## src/rtl/sprite_overlay_pkg.sv

```systemverilog
// Shared definitions for the moon sprite overlay: bitmap, motion states, RGB9 helpers.
package sprite_overlay_pkg;

    localparam int VIS_W    = 640;
    localparam int VIS_H    = 480;
    localparam int SPR_SIZE = 16;

    typedef enum logic [1:0] {
        WAIT = 2'd0,
        RUN  = 2'd1,
        HOLD = 2'd2
    } motion_state_t;

    typedef struct packed {
        logic [2:0] r;
        logic [2:0] g;
        logic [2:0] b;
    } rgb9_t;

    // Moon bitmap: row 0 is the top row, bit 15 is the leftmost pixel.
    // Row 15 carries a lone "star" pixel at the far right.
    function automatic logic [15:0] sprite_row(input logic [3:0] idx);
        case (idx)
            4'd0:    sprite_row = 16'h07E0;
            4'd1:    sprite_row = 16'h1F80;
            4'd2:    sprite_row = 16'h3E00;
            4'd3:    sprite_row = 16'h7C00;
            4'd4:    sprite_row = 16'h7800;
            4'd5:    sprite_row = 16'hF800;
            4'd6:    sprite_row = 16'hF000;
            4'd7:    sprite_row = 16'hF000;
            4'd8:    sprite_row = 16'hF000;
            4'd9:    sprite_row = 16'hF000;
            4'd10:   sprite_row = 16'hF800;
            4'd11:   sprite_row = 16'h7800;
            4'd12:   sprite_row = 16'h7C00;
            4'd13:   sprite_row = 16'h3E00;
            4'd14:   sprite_row = 16'h1F80;
            default: sprite_row = 16'h07E1;
        endcase
    endfunction

    function automatic rgb9_t rgb9_pack(input logic [2:0] r, input logic [2:0] g,
                                        input logic [2:0] b);
        rgb9_pack = {r, g, b};
    endfunction

    // Half-intensity version of a colour, each channel shifted right by one.
    function automatic rgb9_t rgb9_half(input rgb9_t c);
        rgb9_half = {1'b0, c.r[2:1], 1'b0, c.g[2:1], 1'b0, c.b[2:1]};
    endfunction

endpackage

```

## src/rtl/sprite_overlay_motion.sv

```systemverilog
// Frame-rate motion controller for the moon sprite: start delay, freeze/hold,
// and per-axis bounce with clamping at the visible-area edges.
module sprite_motion
    import sprite_overlay_pkg::*;
#(
    parameter int DX          = 2,
    parameter int DY          = 1,
    parameter int X_MAX       = VIS_W - SPR_SIZE,
    parameter int Y_MAX       = VIS_H - SPR_SIZE,
    parameter int START_DELAY = 4
) (
    input  logic       clk,
    input  logic       rst_n,
    input  logic       frame_tick,
    input  logic       freeze,
    output logic [9:0] sx,
    output logic [9:0] sy
);

    localparam logic [9:0] C_DX    = 10'(DX);
    localparam logic [9:0] C_DY    = 10'(DY);
    localparam logic [9:0] C_XMAX  = 10'(X_MAX);
    localparam logic [9:0] C_YMAX  = 10'(Y_MAX);
    localparam logic [7:0] C_LAST  = 8'(START_DELAY - 1);

    motion_state_t r_state;
    logic [7:0]    r_frame_cnt;
    logic [9:0]    r_sx;
    logic [9:0]    r_sy;
    logic          r_dir_x_neg;
    logic          r_dir_y_neg;
    logic [10:0]   w_x_next;
    logic [10:0]   w_y_next;

    // One axis step: returns {new_dir_neg, new_pos}. Clamps to the edge and
    // reverses instead of overshooting; the forward sum is taken in 11 bits.
    function automatic logic [10:0] axis_step(input logic [9:0] pos, input logic dir_neg,
                                              input logic [9:0] step, input logic [9:0] lim);
        logic [10:0] sum;
        sum = {1'b0, pos} + {1'b0, step};
        if (!dir_neg) begin
            if (sum >= {1'b0, lim}) axis_step = {1'b1, lim};
            else                    axis_step = {1'b0, sum[9:0]};
        end else begin
            if (pos <= step)        axis_step = {1'b0, 10'd0};
            else                    axis_step = {1'b1, pos - step};
        end
    endfunction

    assign w_x_next = axis_step(r_sx, r_dir_x_neg, C_DX, C_XMAX);
    assign w_y_next = axis_step(r_sy, r_dir_y_neg, C_DY, C_YMAX);

    // Motion FSM: only frame_tick advances state or position.
    always_ff @(posedge clk) begin
        if (!rst_n) begin
            r_state     <= WAIT;
            r_frame_cnt <= 8'd0;
            r_sx        <= 10'd0;
            r_sy        <= 10'd0;
            r_dir_x_neg <= 1'b0;
            r_dir_y_neg <= 1'b0;
        end else if (frame_tick) begin
            case (r_state)
                WAIT: begin
                    r_frame_cnt <= r_frame_cnt + 8'd1;
                    if (r_frame_cnt == C_LAST) r_state <= RUN;
                end
                RUN: begin
                    if (freeze) begin
                        r_state <= HOLD;
                    end else begin
                        {r_dir_x_neg, r_sx} <= w_x_next;
                        {r_dir_y_neg, r_sy} <= w_y_next;
                    end
                end
                HOLD: begin
                    if (!freeze) begin
                        r_state             <= RUN;
                        {r_dir_x_neg, r_sx} <= w_x_next;
                        {r_dir_y_neg, r_sy} <= w_y_next;
                    end
                end
                default: r_state <= WAIT;
            endcase
        end
    end

    assign sx = r_sx;
    assign sy = r_sy;

endmodule

```

## src/rtl/sprite_overlay.sv

```systemverilog
// Overlays a bouncing 16x16 monochrome moon onto the 3-bit-per-channel pixel
// stream, one cycle of latency. Optional drop shadow: define
// SPRITE_OVERLAY_SHADOW_EN to darken background pixels offset (+2,+2) from set
// sprite bits.
module sprite_overlay
    import sprite_overlay_pkg::*;
#(
    parameter int         DX          = 2,
    parameter int         DY          = 1,
    parameter int         X_MAX       = VIS_W - SPR_SIZE,
    parameter int         Y_MAX       = VIS_H - SPR_SIZE,
    parameter int         START_DELAY = 4,
    parameter logic [8:0] SPR_RGB     = 9'o775
) (
    input  logic       clk,
    input  logic       rst_n,
    input  logic       pix_valid,
    input  logic [9:0] px,
    input  logic [9:0] py,
    input  logic       frame_tick,
    input  logic       freeze,
    input  logic [2:0] rin,
    input  logic [2:0] gin,
    input  logic [2:0] bin,
    output logic [2:0] rout,
    output logic [2:0] gout,
    output logic [2:0] bout,
    output logic       out_valid
);

    logic [9:0]  w_sx;
    logic [9:0]  w_sy;
    logic [9:0]  w_ox;
    logic [9:0]  w_oy;
    logic        w_in_spr;
    logic [15:0] w_row;
    logic        w_spr_bit;
    logic        w_shadow_bit;
    rgb9_t       w_bg;
    rgb9_t       w_pix;
    rgb9_t       r_out;
    logic        r_valid;

    sprite_motion #(
        .DX          (DX),
        .DY          (DY),
        .X_MAX       (X_MAX),
        .Y_MAX       (Y_MAX),
        .START_DELAY (START_DELAY)
    ) u_motion (
        .clk        (clk),
        .rst_n      (rst_n),
        .frame_tick (frame_tick),
        .freeze     (freeze),
        .sx         (w_sx),
        .sy         (w_sy)
    );

    // Offsets wrap in 10 bits, so pixels left/above the sprite land far outside.
    assign w_ox      = px - w_sx;
    assign w_oy      = py - w_sy;
    assign w_in_spr  = (w_ox[9:4] == '0) && (w_oy[9:4] == '0);
    assign w_row     = sprite_row(w_oy[3:0]);
    // Bit 15 is the leftmost column, so column c maps to bit 15-c == ~c.
    assign w_spr_bit = w_in_spr & w_row[~w_ox[3:0]];
    assign w_bg      = rgb9_pack(rin, gin, bin);

`ifdef SPRITE_OVERLAY_SHADOW_EN
    logic [9:0]  w_sh_ox;
    logic [9:0]  w_sh_oy;
    logic [15:0] w_sh_row;

    assign w_sh_ox      = w_ox - 10'd2;
    assign w_sh_oy      = w_oy - 10'd2;
    assign w_sh_row     = sprite_row(w_sh_oy[3:0]);
    assign w_shadow_bit = (w_sh_ox[9:4] == '0) && (w_sh_oy[9:4] == '0) &&
                          w_sh_row[~w_sh_ox[3:0]];
`else
    assign w_shadow_bit = 1'b0;
`endif

    // Colour select: sprite beats its own shadow, shadow beats background.
    always_comb begin
        w_pix = w_bg;
        if (w_spr_bit)         w_pix = rgb9_t'(SPR_RGB);
        else if (w_shadow_bit) w_pix = rgb9_half(w_bg);
    end

    // Output register: blanked whenever the input pixel is not visible.
    always_ff @(posedge clk) begin
        if (!rst_n) begin
            r_out   <= '0;
            r_valid <= 1'b0;
        end else begin
            r_valid <= pix_valid;
            r_out   <= pix_valid ? w_pix : '0;
        end
    end

    assign rout      = r_out.r;
    assign gout      = r_out.g;
    assign bout      = r_out.b;
    assign out_valid = r_valid;

endmodule

```

## config.mk

```make
export PLATFORM = sky130hd
export DESIGN_NAME = sprite_overlay
export DESIGN_NICKNAME = d
export VERILOG_FILES = /design/src/rtl/sprite_overlay_pkg.sv /design/src/rtl/sprite_overlay_motion.sv /design/src/rtl/sprite_overlay.sv
export SDC_FILE = /design/constraint.sdc
export NUM_CORES = 1
export LEC_CHECK = 0
export CAP_MARGIN = 30
export CORE_MARGIN = 2
export CORE_UTILIZATION = 50
export CTS_BUF_LIST = sky130_fd_sc_hd__clkbuf_16
export CTS_CLUSTER_SIZE = 20
export DETAILED_ROUTE_END_ITERATION = 8
export MAX_ROUTING_LAYER = met4
export PLACE_DENSITY = 0.72
export SYNTH_ARGS = -nofsm -noshare
export SYNTH_HDL_FRONTEND = slang
export SYNTH_SLANG_ARGS = --single-unit
```

## constraint.sdc

```tcl
create_clock -name clk -period 3.9 [get_ports clk]
set_input_delay 0.78 -clock clk [delete_from_list [all_inputs] [get_ports clk]]
set_output_delay 0.78 -clock clk [all_outputs]
set_load 0.005 [all_outputs]
```

# ---- Word level (Yosys, flattened, before mapping)
# Memories as Yosys holds them, arrays and structs flattened.
# Index checks and enable logic that the tools add are counted.
dict set report op_classes {
  n_addsub 7
  n_lt_le_gt_ge 5
  n_eq_ne 6
  n_mux 13
  bitwise 5
  reduce_logical 10
}
# op n
set ops {}
lappend ops {{two-way mux 11 bit} 6}
lappend ops {{subtractor 10 bit} 2}
lappend ops {{logical NOT 6 bit} 2}
lappend ops {{adder 10 x 1 -> 11 bit, second input constant} 1}
lappend ops {{adder 10 x 2 -> 11 bit, second input constant} 1}
lappend ops {{>= comparator 11 x 10 -> 1 bit, second input constant} 1}
lappend ops {{>= comparator 11 x 9 -> 1 bit, second input constant} 1}
lappend ops {{<= comparator 10 x 1 -> 1 bit, second input constant} 1}
lappend ops {{<= comparator 10 x 2 -> 1 bit, second input constant} 1}
lappend ops {{subtractor 10 x 1 -> 10 bit, second input constant} 1}
lappend ops {{subtractor 10 x 2 -> 10 bit, second input constant} 1}
lappend ops {{two-way mux 9 bit} 1}
lappend ops {{adder 8 x 1 -> 8 bit, second input constant} 1}
lappend ops {{== test 8 x 2 -> 1 bit, second input constant} 1}
lappend ops {{two-way mux 2 bit} 3}
lappend ops {{one-hot mux 2 bit (3 select lines)} 1}
lappend ops {{less-than comparator 4 x 5 -> 1 bit, second input constant} 1}
lappend ops {{binary-select mux 1 bit (select 4 bit)} 1}
lappend ops {{inequality test 2 bit, second input constant} 2}
lappend ops {{NOT 4 bit} 1}
lappend ops {{AND reduction 2 bit} 2}
lappend ops {{AND reduction 4 bit} 1}
lappend ops {{NOT 1 bit} 3}
lappend ops {{AND reduction 3 bit} 1}
lappend ops {{9 further kinds} 9}
dict set report totals {
  reg_bits 42
  mem_bits_ro 192
  input_bits 34
  out_inout_bits 10
  mem_count 1
}
# name depth width read_ports rd_ports_with_merged_regs write_ports line
set memory_table {}
lappend memory_table {{(name not given)} 16 12 1 0 0 sprite_overlay_pkg.sv:23} ;# case (idx)

# ---- Logic depth before layout (Yosys ltp)
# Gate-level depths: netlist of the first run.
dict set report logic_depth {
  word_depth 6
  mapped_depth 13
  ltp_nobuf 12
}

# ---- Hierarchy
# Synthesis of the first run repeated with hierarchy kept, for this count alone.
dict set report unflattened {
  cells_unflattened 514
  hier_area_um2 3942.5
}
# mod instances cells_each area_each_um2
set by_module_without_submodules {}
lappend by_module_without_submodules {sprite_motion 1 322 2456.1}
lappend by_module_without_submodules {sprite_overlay 1 192 1486.4}

# ---- Worst setup path after synthesis of the first run
# No wires, ideal clock.
dict set report synth_timing {
  kind {input -> register}
  from {in py[0]}
  to {reg r_out, in the netlist rout[2]}
  setup_time_ns 0.064
  t_arrival_ns 3.000
  required_ns 3.836
  slack_ns 0.836
  cell_stages 11
  n_path_buf 0
  path_cell_list {inv_1 > ha_1 > inv_1 > fa_1 > xor2_1 > nand4_1 > o22ai_1 > nand4_1 > a2111oi_2 > nand4_2 > nand2_1}
}
dict set report synth_between {
  elab_chain_cells 6
  word_cells_on_any_way 8
}
# element line
set synth_lines {}
lappend synth_lines {{start: declaration} sprite_overlay.sv:19} ;# input logic [9:0] py,
lappend synth_lines {{subtractor 10 bit *} sprite_overlay.sv:61} ;# assign w_oy = py - w_sy;
lappend synth_lines {{memory read (16 x 12 bit)} n/a}
lappend synth_lines {{binary-select mux 1 bit (select 4 bit)} sprite_overlay.sv:65} ;# assign w_spr_bit = w_in_spr & w_row[~w_ox[3:0]];
lappend synth_lines {{two-way mux 1 bit (implied by the code)} sprite_overlay.sv:65}
lappend synth_lines {{bitwise AND 1 bit *} sprite_overlay.sv:65}
lappend synth_lines {{two-way mux 9 bit *} sprite_overlay.sv:85} ;# if (w_spr_bit) w_pix = rgb9_t'(SPR_RGB);
lappend synth_lines {{end signal: assignment} sprite_overlay.sv:96} ;# r_out <= pix_valid ? w_pix : '0;
lappend synth_lines {{end: declaration} sprite_overlay.sv:41} ;# rgb9_t r_out;
# Mark *: on every way between the ends. The rest lies on a longest branch, timed or not. The select of a mux whose other input is x is not followed.
# A chain may end at the register's enable or synchronous reset.

# ---- Worst setup path after layout of the first run
# Same ends and word-level chain as after synthesis.

==> impl_metrics.json, run 1 <==
{
  "antenna_cells": 0,
  "endpoint_kind": "flop",
  "synth_area_um2": 3820,
  "core_um2": 7330,
  "cp_data_required_time_ns": 4.13,
  "nets": 618,
  "hpwl_mm": 7.13,
  "synthMuxAreaShare_pct": 1.87,
  "syn_inst": 523,
  "finalSetupTns_ns": 0,
  "numPortBuffers": 43,
  "grt_pass1_wl_mm": 16.0,
  "max_freq_mhz": 279,
  "synth-async-reset-ratio_pct": 0,
  "initialDrtViolationCount": 263,
  "power_density_nw_per_um2": 251,
  "max_cap_viol_count": 0,
  "viasPerCell": 5.91,
  "vdd_drop_max_mv": 0.186,
  "finalCritPeriodShare_pct": 91.9,
  "clk_pin_slew_ns": 0.06,
  "slew_viol_final": 0,
  "clock_skew_ns": 0.00875,
  "area_growth_pct": 16.3,
  "routabilityCongestion": 0.977,
  "ys_seq_area_share_pct": 21.5,
  "clk_latency_ns": 0.29,
  "cts-root-buf": "clkbuf_16",
  "grt_pass1_vias": 3457,
  "hold_path.class": "reg -> reg",
  "setup-violations-final": 0,
  "worstPathArrival_ns": 3.81,
  "yosys.area_share.simple_pct": 28.2,
  "finalHoldViolCount": 0,
  "drc_errors": 0,
  "ys_ff_latch": 41,
  "die_w_um": 91.4,
  "routed_wirelength_mm": 9.56,
  "power.leakage_nw": 1.69,
  "fin_util_pct": 60.6,
  "fill_cells": 668,
  "cts_tree": "built",
  "worst_pin_slew_ns": 0.795,
  "yosysWarnings": 0,
  "cts_resized": 0,
  "numCtsBuffers": 5,
  "clock_sinks": 41,
  "synth_xor_xnor_area_share_pct": 5.74,
  "ctsHoldBuffers": 0,
  "synth_most_common_cell": "nand2_1",
  "rsz0062_at_grt": "false",
  "die_h_um": 91.4,
  "avgSynthCellArea_um2": 7.30,
  "critPathMaxFanout": 10,
  "worstSetupStartpointType": "input port",
  "synth_area_leaders": "dfxtp_1 22%, ha_1 9.5%, o21ai_0 5.1%",
  "detail-route-antenna-nets": 0,
  "fp-row-count": 31,
  "syn-num-nets": 588,
  "synth_edf_count": 0,
  "ios": 44,
  "start_util_pct": 52.1,
  "synth_compound_area_share_pct": 26.4,
  "grt_max_degree": 35,
  "cts_setup_buffers": 0,
  "synthDistinctLibCells": 66,
  "grt_antenna_before_repair": 0,
  "clk_path_buf_depth": 2,
  "yosysTopAreaCellShare_pct": 21.5,
  "status": "finished, final reports clean",
  "whs_ns": 0.487,
  "htree_num_levels": 2,
  "synth_top_family_by_area": "simple AND/OR/NAND/NOR gates",
  "grt_overflow": 0,
  "fin_crit_ns": 3.58,
  "ys.flop_type": "dfxtp_1",
  "path_class": "in -> reg",
  "ys_top_cells_by_count": "49 x nand2_1, 46 x nor2_1, 41 x dfxtp_1",
  "drtPass1Iterations": 5,
  "synthAdderAreaFrac_pct": 10.6,
  "die-area_um2": 8350,
  "gr-usage-all-layers_pct": 23.7,
  "relSlewSlack_pct": 47.0,
  "num_vias": 3861,
  "drive_above_1_share_pct": 5.60,
  "wl_per_cell_um": 14.6,
  "synth_area_leader_cell": "dfxtp_1"
}
## power by group
part	internal [mW]	switching (mW)
clock	0.235	0.177
combinational	0.125	0.138
sequential	0.430	0.00991
total	0.790	0.324
## cells in the final DEF, fill, tap and decap left out, drive strengths merged, types with 5 or more instances in the layout
cell type and instances:
nand2 50, nor2 46, clkdlybuf4s50 43, dfxtp 41, o21ai 39, a21oi 35
ha 29, inv 27, nor3 21, xnor2 16, nand3 15, a31oi 13
o211ai 10, a21boi 10, nor2b 10, or3 9, and3 9, xor2 9
nand4 9, and2 9, nor4 8, nand2b 8, o21a 6, mux2i 6
or2 6, clkbuf 5, buf 5
## logic make-up after synthesis
family,count (synthesis)
compound gates,154
xor+xnor,25
fa+ha+maj,31
buf+inv,52
flops,41
mux,7
other cells,1
simple gates,212
## metal layers
metal | vias to the layer above | GRT usage [%] | share of wire [%]
met4 | 0 | 7.58 | 1.6
met5 | - | - | 0
met2 | 129 | 38.3 | 45
met3 | 10 | 3.24 | 5.6
met1 | 1757 | 30.8 | 47
li1 | 1965 | - | -
## worst max-delay path, stage by stage
cell	delay (ns)
clkdlybuf4s50_1	0.40
inv_1	0.06
ha_1	0.15
inv_1	0.06
fa_1	0.43
xor2_1	0.65
nand4_1	0.16
o22ai_1	0.22
nand4_1	0.13
a2111oi_2	0.38
nand4_2	0.27
nand2_1	0.13
## layout make-up
cell class / count / area, µm² / share of cell area, %
Inverter: 27 / 101 / 2.28
Timing Repair Buffer: 48 / 468 / 10.5
Sequential cell: 41 / 821 / 18.5
Clock inverter: 3 / 17.5 / 0.395
Tap cell: 99 / 124 / 2.79
Multi-Input combinational cell: 430 / 2780 / 62.7
Clock buffer: 5 / 125 / 2.82
## through the flow
step | instances | cell area [µm²] | setup WS, ns | power [mW]
after CTS | 653 | 4440 | 0.330 | 1.12
final | 653 | 4440 | 0.316 | 1.11
after detailed placement | 645 | 4300 | 0.0311 | 0.707
after floorplan | 523 | 3820 | 0.836 | 0.621
after global routing | 653 | 4440 | 0.00122 | 1.17
after global placement | 645 | 4300 | 0.159 | 0.702
## state kept, by name, summed over array words and instances (netlist names)
register              count
rout                      3
u_motion.r_dir_y_neg      1
u_motion.r_dir_x_neg      1
u_motion.r_state          2
u_motion.sy              10
u_motion.sx               9
bout                      3
gout                      3
out_valid                 1
u_motion.r_frame_cnt      8
## worst paths after layout
kind              depth (start not counted)  slack (ns)                                    to                            startpoint
setup reg to reg                         10        0.71                    rout[2]$_SDFF_PN0_           u_motion.sy[0]$_SDFFE_PN0P_
hold / removal                            2        0.49  u_motion.r_frame_cnt[1]$_SDFFE_PN0P_  u_motion.r_frame_cnt[1]$_SDFFE_PN0P_
hold reg to reg                           2        0.49  u_motion.r_frame_cnt[1]$_SDFFE_PN0P_  u_motion.r_frame_cnt[1]$_SDFFE_PN0P_
setup / recovery                         12        0.32                    rout[2]$_SDFF_PN0_                                 py[0]
Note: power is estimated with default switching activity, not from simulation.
==> run 2: changes to the inputs <==
SLEW_MARGIN = 20   (was default)
==> results of run 2 <==
Same layout as run 1: the final DEF is identical, and so are final timing and power.
==> run 3: changes to the inputs <==
SLEW_MARGIN = 10   (was 20)
==> results of run 3 <==
Same layout as run 1: the final DEF is identical, and so are final timing and power.
